`config.mk`:
```
export PLATFORM = sky130hd
export DESIGN_NAME = calc_input_fsm
export DESIGN_NICKNAME = d
export VERILOG_FILES = /design/src/rtl/calc_pkg.sv /design/src/rtl/calc_input_fsm_operand_entry.sv /design/src/rtl/calc_input_fsm.sv
export SDC_FILE = /design/constraint.sdc
export NUM_CORES = 1
export LEC_CHECK = 0
export CAP_MARGIN = 5
export CORE_ASPECT_RATIO = 1.4
export CORE_MARGIN = 5
export CORE_UTILIZATION = 53
export DETAILED_ROUTE_END_ITERATION = 10
export PLACE_DENSITY = 0.83
export SYNTH_ARGS = -nofsm -noshare
export SYNTH_HDL_FRONTEND = slang
export SYNTH_SLANG_ARGS = --single-unit
```
`constraint.sdc`:
```
create_clock -name clk -period 4.4 [get_ports clk]
set_input_delay 0.88 -clock clk [delete_from_list [all_inputs] [get_ports clk]]
set_output_delay 0.88 -clock clk [all_outputs]
set_load 0.01 [all_outputs]
```
`src/rtl/calc_pkg.sv`:
```
// calc_pkg: key codes, ALU/entry enums, operand commands and the WIDTH/DIGITS fit check
package calc_pkg;
  localparam logic [4:0] KEY_ADD  = 5'b10000;
  localparam logic [4:0] KEY_SUB  = 5'b10001;
  localparam logic [4:0] KEY_MUL  = 5'b10010;
  localparam logic [4:0] KEY_DIV  = 5'b10011;
  localparam logic [4:0] KEY_EQ   = 5'b10100;
  localparam logic [4:0] KEY_AC   = 5'b10101;
  localparam logic [4:0] KEY_NEG  = 5'b10110;
  localparam logic [4:0] KEY_BKSP = 5'b01111;

  typedef enum logic [1:0] {ALU_ADD, ALU_SUB, ALU_MUL, ALU_DIV} alu_op_t;

  typedef enum logic [2:0] {ST_A, ST_OP, ST_B, ST_ISSUE, ST_WAIT, ST_RES, ST_ERR} entry_state_t;

  typedef enum logic [2:0] {
    CMD_NONE, CMD_CLEAR, CMD_LOAD_DIGIT, CMD_APPEND, CMD_NEG, CMD_LOAD_VALUE, CMD_BKSP
  } entry_cmd_t;

  // True when the largest DIGITS-digit magnitude is representable as a positive WIDTH-bit value.
  function automatic bit digits_fit(input int width, input int digits);
    longint p;
    p = 1;
    for (int i = 0; i < digits; i++) p = p * 10;
    return (p - 1) <= ((longint'(1) <<< (width - 1)) - 1);
  endfunction

  localparam bit DEFAULT_CFG_OK = digits_fit(16, 4);
endpackage

```
`src/rtl/calc_input_fsm_operand_entry.sv`:
```
// operand_entry: one sign/magnitude/digit-count operand with decimal editing commands
module operand_entry
  import calc_pkg::*;
#(
  parameter int WIDTH  = 16,
  parameter int DIGITS = 4
) (
  input  logic             clk,
  input  logic             rst,
  input  entry_cmd_t       cmd,
  input  logic [3:0]       digit,
  input  logic [WIDTH-1:0] load_value,
  output logic [WIDTH-1:0] value
);
  localparam int CW = $clog2(DIGITS + 1);
  logic             sign;
  logic [WIDTH-1:0] mag;
  logic [CW-1:0]    count;
  logic             append_ok;
  // Digits beyond DIGITS are dropped and leading zeros never count as digits.
  assign append_ok = (count < CW'(DIGITS)) && !(mag == '0 && digit == 4'd0);
  assign value = sign ? -mag : mag;
  // Apply one editing command per cycle.
  always_ff @(posedge clk or posedge rst) begin
    if (rst) begin
      sign  <= 1'b0;
      mag   <= '0;
      count <= '0;
    end else begin
      case (cmd)
        CMD_CLEAR: begin
          sign  <= 1'b0;
          mag   <= '0;
          count <= '0;
        end
        CMD_LOAD_DIGIT: begin
          sign  <= 1'b0;
          mag   <= WIDTH'(digit);
          count <= CW'(digit != 4'd0);
        end
        CMD_APPEND: if (append_ok) begin
          mag   <= mag * WIDTH'(10) + WIDTH'(digit);
          count <= count + 1'b1;
        end
        CMD_NEG: sign <= !sign;
        CMD_LOAD_VALUE: begin
          sign  <= load_value[WIDTH-1];
          mag   <= load_value[WIDTH-1] ? -load_value : load_value;
          count <= CW'(DIGITS);
        end
        CMD_BKSP: begin
          mag   <= mag / WIDTH'(10);
          count <= (count == '0) ? '0 : count - 1'b1;
        end
        default: ;
      endcase
    end
  end
endmodule

```
`src/rtl/calc_input_fsm.sv`:
```
// calc_input_fsm: calculator key-entry FSM feeding the ALU; CALC_INPUT_BACKSPACE_EN enables key 15 as backspace
module calc_input_fsm
  import calc_pkg::*;
#(
  parameter int WIDTH  = 16,
  parameter int DIGITS = 4
) (
  input  logic             clk,
  input  logic             rst,
  input  logic [4:0]       i_key,
  input  logic             i_key_valid,
  output logic             o_key_ready,
  output logic [WIDTH-1:0] o_alu_a,
  output logic [WIDTH-1:0] o_alu_b,
  output logic [1:0]       o_alu_op,
  output logic             o_alu_valid,
  input  logic             i_alu_ready,
  input  logic [WIDTH-1:0] i_alu_result,
  input  logic             i_alu_error,
  input  logic             i_alu_result_valid,
  output logic [WIDTH-1:0] o_display,
  output logic             o_display_error
);
  entry_state_t     state, state_n;
  alu_op_t          op_reg, op_n, chain_op, chain_op_n, key_op;
  logic             chain, chain_n;
  entry_cmd_t       a_cmd, b_cmd;
  logic [WIDTH-1:0] a_val, b_val;
  logic             fire, is_digit, is_op, is_eq, is_ac, is_neg, is_bksp;
  assign fire     = i_key_valid && o_key_ready;
  assign is_digit = fire && !i_key[4] && (i_key[3:0] <= 4'd9);
  assign is_op    = fire && (i_key[4:2] == 3'b100);
  assign is_eq    = fire && (i_key == KEY_EQ);
  assign is_ac    = fire && (i_key == KEY_AC);
  assign is_neg   = fire && (i_key == KEY_NEG);
  assign key_op   = alu_op_t'(i_key[1:0]);
`ifdef CALC_INPUT_BACKSPACE_EN
  assign is_bksp  = fire && (i_key == KEY_BKSP);
`else
  assign is_bksp  = 1'b0;
`endif
  assign o_key_ready     = (state != ST_ISSUE) && (state != ST_WAIT);
  assign o_alu_valid     = (state == ST_ISSUE);
  assign o_alu_a         = a_val;
  assign o_alu_b         = b_val;
  assign o_alu_op        = op_reg;
  assign o_display_error = (state == ST_ERR);
  assign o_display       = (state == ST_ERR) ? '0 :
                           (state == ST_B || state == ST_ISSUE || state == ST_WAIT) ? b_val : a_val;
  operand_entry #(.WIDTH(WIDTH), .DIGITS(DIGITS)) u_a (
    .clk(clk), .rst(rst), .cmd(a_cmd), .digit(i_key[3:0]), .load_value(i_alu_result), .value(a_val)
  );
  operand_entry #(.WIDTH(WIDTH), .DIGITS(DIGITS)) u_b (
    .clk(clk), .rst(rst), .cmd(b_cmd), .digit(i_key[3:0]), .load_value(i_alu_result), .value(b_val)
  );
  // State, pending operator and chained operator registers.
  always_ff @(posedge clk or posedge rst) begin
    if (rst) begin
      state    <= ST_A;
      op_reg   <= ALU_ADD;
      chain    <= 1'b0;
      chain_op <= ALU_ADD;
    end else begin
      state    <= state_n;
      op_reg   <= op_n;
      chain    <= chain_n;
      chain_op <= chain_op_n;
    end
  end
  // Next state and operand commands; B is cleared on every entry to OP so OP keys simply edit it.
  always_comb begin
    state_n    = state;
    op_n       = op_reg;
    chain_n    = chain;
    chain_op_n = chain_op;
    a_cmd      = CMD_NONE;
    b_cmd      = CMD_NONE;
    if (is_ac) begin
      state_n = ST_A;
      op_n    = ALU_ADD;
      chain_n = 1'b0;
      a_cmd   = CMD_CLEAR;
      b_cmd   = CMD_CLEAR;
    end else begin
      case (state)
        ST_A: begin
          a_cmd = is_digit ? CMD_APPEND : is_neg ? CMD_NEG : is_bksp ? CMD_BKSP : CMD_NONE;
          if (is_op) begin
            op_n    = key_op;
            state_n = ST_OP;
            b_cmd   = CMD_CLEAR;
          end
        end
        ST_OP: begin
          b_cmd   = is_digit ? CMD_APPEND : is_neg ? CMD_NEG : CMD_NONE;
          state_n = (is_digit || is_neg) ? ST_B : ST_OP;
          op_n    = is_op ? key_op : op_reg;
        end
        ST_B: begin
          b_cmd = is_digit ? CMD_APPEND : is_neg ? CMD_NEG : is_bksp ? CMD_BKSP : CMD_NONE;
          if (is_eq || is_op) begin
            chain_n    = is_op;
            chain_op_n = key_op;
            state_n    = ST_ISSUE;
          end
        end
        ST_ISSUE: state_n = i_alu_ready ? ST_WAIT : ST_ISSUE;
        ST_WAIT: if (i_alu_result_valid) begin
          if (i_alu_error) state_n = ST_ERR;
          else begin
            a_cmd   = CMD_LOAD_VALUE;
            b_cmd   = chain ? CMD_CLEAR : CMD_NONE;
            op_n    = chain ? chain_op : op_reg;
            state_n = chain ? ST_OP : ST_RES;
          end
        end
        ST_RES: begin
          a_cmd = is_digit ? CMD_LOAD_DIGIT : is_neg ? CMD_NEG : CMD_NONE;
          if (is_digit) state_n = ST_A;
          if (is_op) begin
            op_n    = key_op;
            state_n = ST_OP;
            b_cmd   = CMD_CLEAR;
          end
        end
        default: ;
      endcase
    end
  end
endmodule

```
Word level (Yosys, flattened, before mapping)
Cells that the tools add are included.
{ "totals": {"ff_bits": 48, "latch_bits": 0, "mem_bits_rw": 0, "mem_bits_ro": 0, "in_bits": 27, "out_inout_bits": 53, "wordCells": 157, "n_memories": 0} }
{ "op_classes": {"add_sub_neg": 9, "mul": 2, "div": 2, "n_lt_le_gt_ge": 3, "eq_ne": 33, "shifts": 0, "muxes": 50, "bitwise": 1, "n_reduce_logical": 47} }
{ "op_table": {"columns": ["cell", "n"], "rows": [
  ["$pmux W16 S5", 2],
  ["$mux W16", 7],
  ["$mux W3", 20],
  ["$neg A16 Y16", 3],
  ["$add A16 B4 Y16", 2],
  ["$div A16 B4 Y16 const B", 2],
  ["$logic_not A16 Y1", 2],
  ["$mul A16 B3 Y15 const B", 2],
  ["$eq A3 B3 Y1 const B", 10],
  ["$pmux W3 S5", 2],
  ["$eq A3 B2 Y1 const B", 6],
  ["$pmux W3 S3", 2],
  ["$pmux W3 S6", 1],
  ["$eq A5 B5 Y1 const B", 3],
  ["$ne A3 B3 Y1 const B", 5],
  ["$logic_and A1 B1 Y1", 12],
  ["$mux W2", 6],
  ["$reduce_and A5 Y1", 2],
  ["$reduce_bool A5 Y1", 2],
  ["$eq A3 B1 Y1 const B", 3],
  ["$logic_not A3 Y1", 3],
  ["$reduce_bool A3 Y1", 3],
  ["$reduce_or A2 Y1", 4],
  ["$mux W1", 7],
  ["other kinds (20)", 36]
]} }

Logic depth before layout (Yosys ltp)
{ "logic_depth": {"word_depth": 11, "depth_mapped": 12, "ltp_nobuf": 12} }

Hierarchy
A second synthesis with hierarchy kept.
{ "unflattened": {"hier_cells": 1350, "hier_area_um2": 9810.7} }
{ "modules_own_cells": {"columns": ["mod", "instances", "cells_per_inst", "area_per_inst_um2", "seq_area_each_um2"], "rows": [
  ["operand_entry at u_b", 1, 611, 4450.5, 500.5],
  ["operand_entry at u_a", 1, 593, 4341.7, 500.5],
  ["calc_input_fsm", 1, 146, 1018.5, 200.2]
]} }

Worst setup path after synthesis
OpenSTA, ideal clock, no wires.
{ "synth_timing": {"path_type": "reg-to-output", "from": "register u_a.mag[3]", "to": "output port o_display[14]", "arrival_time_ns": 2.431, "required_time_ns": 3.520, "setup_slack_ns": 1.089, "path_stages_with_launch": 8, "path_buffers": 0, "path_cell_list": "dfrtp_1 -> or3_1 -> or2_2 -> or4_1 -> o41ai_1 -> xnor2_1 -> nand2_1 -> a21oi_1"} }
{ "synth_via": {"elab_chain_cells": 4} }
{ "synth_rtl": {"columns": ["element", "line", "text"], "rows": [
  ["start, declared", "calc_input_fsm_operand_entry.sv:17", "logic [WIDTH-1:0] mag;"],
  ["start signal, assigned", "calc_input_fsm_operand_entry.sv:38", "mag <= WIDTH'(digit);"],
  ["start signal, assigned", "calc_input_fsm_operand_entry.sv:42", "mag <= mag * WIDTH'(10) + WIDTH'(digit);"],
  ["start signal, assigned", "calc_input_fsm_operand_entry.sv:48", "mag <= load_value[WIDTH-1] ? -load_value : load_value;"],
  ["$neg A16 Y16", "calc_input_fsm_operand_entry.sv:22", "assign value = sign ? -mag : mag;"],
  ["$mux W16", "calc_input_fsm_operand_entry.sv:22", null],
  ["via o_alu_a[14]", "calc_input_fsm.sv:13", "output logic [WIDTH-1:0] o_alu_a,"],
  ["$mux W16", "calc_input_fsm.sv:49", "(state == ST_B || state == ST_ISSUE || state == ST_WAIT) ? b_val : a_val;"],
  ["$mux W16", "calc_input_fsm.sv:48", "assign o_display = (state == ST_ERR) ? '0 :"],
  ["end, declared", "calc_input_fsm.sv:21", "output logic [WIDTH-1:0] o_display,"]
]} }
The timed path passes the listed nets, and every way through them passes these cells.

Worst setup path in the final report
{ "layout_timing": {"from": "register u_a.mag[3]", "to": "output port o_display[13]"} }
{ "layout_via": {"elab_chain_cells": 4} }
{ "layout_rtl": {"columns": ["element", "line"], "rows": [
  ["$neg A16 Y16", "calc_input_fsm_operand_entry.sv:22"],
  ["$mux W16", "calc_input_fsm_operand_entry.sv:22"],
  ["$mux W16", "calc_input_fsm.sv:49"],
  ["$mux W16", "calc_input_fsm.sv:48"]
]} }
Every way passes these cells.

==> metrics.txt <==
sequential area share after synthesis 21.01%; critical path launch point type flip-flop; synthesis-stage register bit count 48; VDD IR max 430.8 µV; setup bufs post-CTS 0; routability cong. 1.006; CP Cell Sequence or3_1 -> or2_2 -> or3_1 -> o21ai_0 -> nand2_1 -> xor2_1 -> mux2i_1 -> nor2_1 -> clkdlybuf4s50_1; Synth top cells by count o21ai_0 (74), nand2_1 (65), xnor2_1 (63); count leader, synth o21ai_0; global-route wire length before repair 27520 µm; setup violators final 0; Routed WL 17360 µm; Clock Root Buffer clkbuf_16; outcome complete, no violations; area delta synth->final 19.06%; worst-skew pair later-pin latency 300 ps; Top FF cell, synth dfrtp_1; # Max-Cap Violations 0; fill cell count 940; Vias/cell 6.180; Slew Limit Fails 0; CTS sink count 48; area leader, netlist dfrtp_1; CTS Buf Count 5; syn avg cell area 7.929 µm²; # rows 45; Setup CP Type reg2out; Hold Path Class reg2reg; WP data arrival 3310 ps; Initial Utilization 53.44%; Req. time, crit path 3520 ps; RSZ-0062 raised after global routing false; fin crit share 95.31%; CP dominant cell by count or3_1; CP peak stage delay 560 ps; total track usage 25.88%; Core Area 10700 µm²; CTS Buffer Depth 2; DRC Markers 0; PD cells 685.6 nW/µm²; total negative slack 0 ps; fraction of registers with async set/reset 100.0%; Synth Warn # 0; initial antenna violation count 0; synth top area cells dfrtp_1 (21%), ha_1 (13%), xnor2_1 (9.7%); Tightest Pin Transition 1045 ps; Final HPWL DP 13850 µm; Worst Path Max Fanout 7; crit path time final 4194 ps; H-tree levels 2; CTS tree done; top-area cell type share of the netlist area 21.01%; highest clock rate 0.2384 GHz; layout cells sized above 1 5.070%; CTS clk-pin slew, worst paths 70 ps; final std cells w/o fill 930; Gates resized, CTS repair 0; Post-CTS Hold Buffers 0; GRT Residual Overflow 0; Synth Instances 721; # port buffers 79; clk_skew 7.833 ps; die width 97.78 µm; final hold vios 0; DRT Pass-1 Iters 5; synthesized net count 811; leakage 2.942 nW; Ports 80; vias in the first global route 5718; DR iter-0 viols 322; Netlist cell types 70; die height 132.9 µm; via count 5747; Mapped Area 5717 µm²; Die ar. 12990 µm²; CP Capture Type primary output; Layout Nets 878; Post-synth EDFFs 0; post-route ant nets 0; highest-delay cell along the critical path clkdlybuf4s50_1; wire length per cell 18.66 µm; Antenna Cells 0; Inst Count DP 922; largest net degree at the start of global routing 49; Slew HR 30.26%
## through the flow
stage               worst slack (ps)  util (%)  hold slack, ps  cell area (µm²)  power, mW
floorplan                       1089         -           450.2             5717      2.934
global placement               564.6     62.09           466.7             6643      4.083
detailed placement             560.0     62.09           486.5             6643      4.183
CTS                            218.7     63.63           503.1             6807      4.647
global route                   93.86     63.63           509.3             6807      4.994
finish                         206.2     63.63           502.3             6807      4.667
## critical path, delay by kind of cell (launching register included)
family	cells	cell delay (ps)
flip-flops	1	460
buffers and inverters	1	560
XOR/XNOR	1	210
multiplexers	1	110
AND/OR/NAND/NOR	5	1320
AO/OA/AOI/OAI	1	350
## sequential cells by signal, summed over array words and instances, names as in the netlist
signal	flops
chain	1
u_b.mag	16
u_a.count	3
u_a.sign	1
o_alu_op	2
chain_op	2
u_b.count	3
u_a.mag	16
u_b.sign	1
state	3
## final timing paths
path	start	end	slack (ps)	depth (start not counted)
setup reg to reg	u_a.mag[1]	u_a.mag[15]	940	12
hold reg to reg	o_alu_op[1]	o_alu_op[1]	500	2
hold / removal	o_alu_op[1]	o_alu_op[1]	500	2
setup / recovery	u_a.mag[3]	o_display[13]	210	9
min in group asynchronous	rst	o_alu_op[1]	1150	2
max in group asynchronous	rst	u_a.count[1]	2600	2
## metal layers
metal | track usage (%) | vias up | wire (µm)
li1 | - | 2730 | -
met1 | 27.39 | 2741 | 6437
met2 | 47.75 | 208 | 9096
met3 | 2.795 | 68 | 666
met4 | 17.09 | 0 | 1156
met5 | 0 | - | 0
## cell families after synthesis
group	synth area share, %
compound gates	23.03
xor+xnor	13.72
fa+ha+maj	14.31
buf+inv	5.077
flops	21.01
mux	1.817
simple gates	21.03
## power breakdown
part	internal, mW	switching, mW	leakage (nW)
combinational	1.59	1.73	2.22
clock	0.268	0.172	0.0808
sequential	0.591	0.320	0.643
## placed cells by master, fill, tap and decap left out, drive strengths merged, types with 8 or more instances in the layout
| cell | instances |
|---|---|
| clkdlybuf4s50 | 79 |
| o21ai | 75 |
| nand2 | 65 |
| xnor2 | 63 |
| ha | 59 |
| dfrtp | 48 |
| nor2 | 48 |
| a21oi | 44 |
| inv | 37 |
| nand3 | 32 |
| xor2 | 24 |
| nor3 | 15 |
| buf | 14 |
| o31ai | 14 |
| or3 | 12 |
| a22oi | 10 |
| nor2b | 10 |
| a21o | 8 |
## final cells by class
class | instances | area, µm² | share of cell area (%)
repair buffers | 93 | 895.9 | 13.16
well taps | 141 | 176.4 | 2.592
clock inverters | 2 | 35.03 | 0.5147
multi-input cells | 603 | 4230 | 62.15
flip-flops and latches | 48 | 1201 | 17.65
inverters | 37 | 138.9 | 2.040
clock buffers | 6 | 128.9 | 1.893
(Power assumes the default switching activity.)
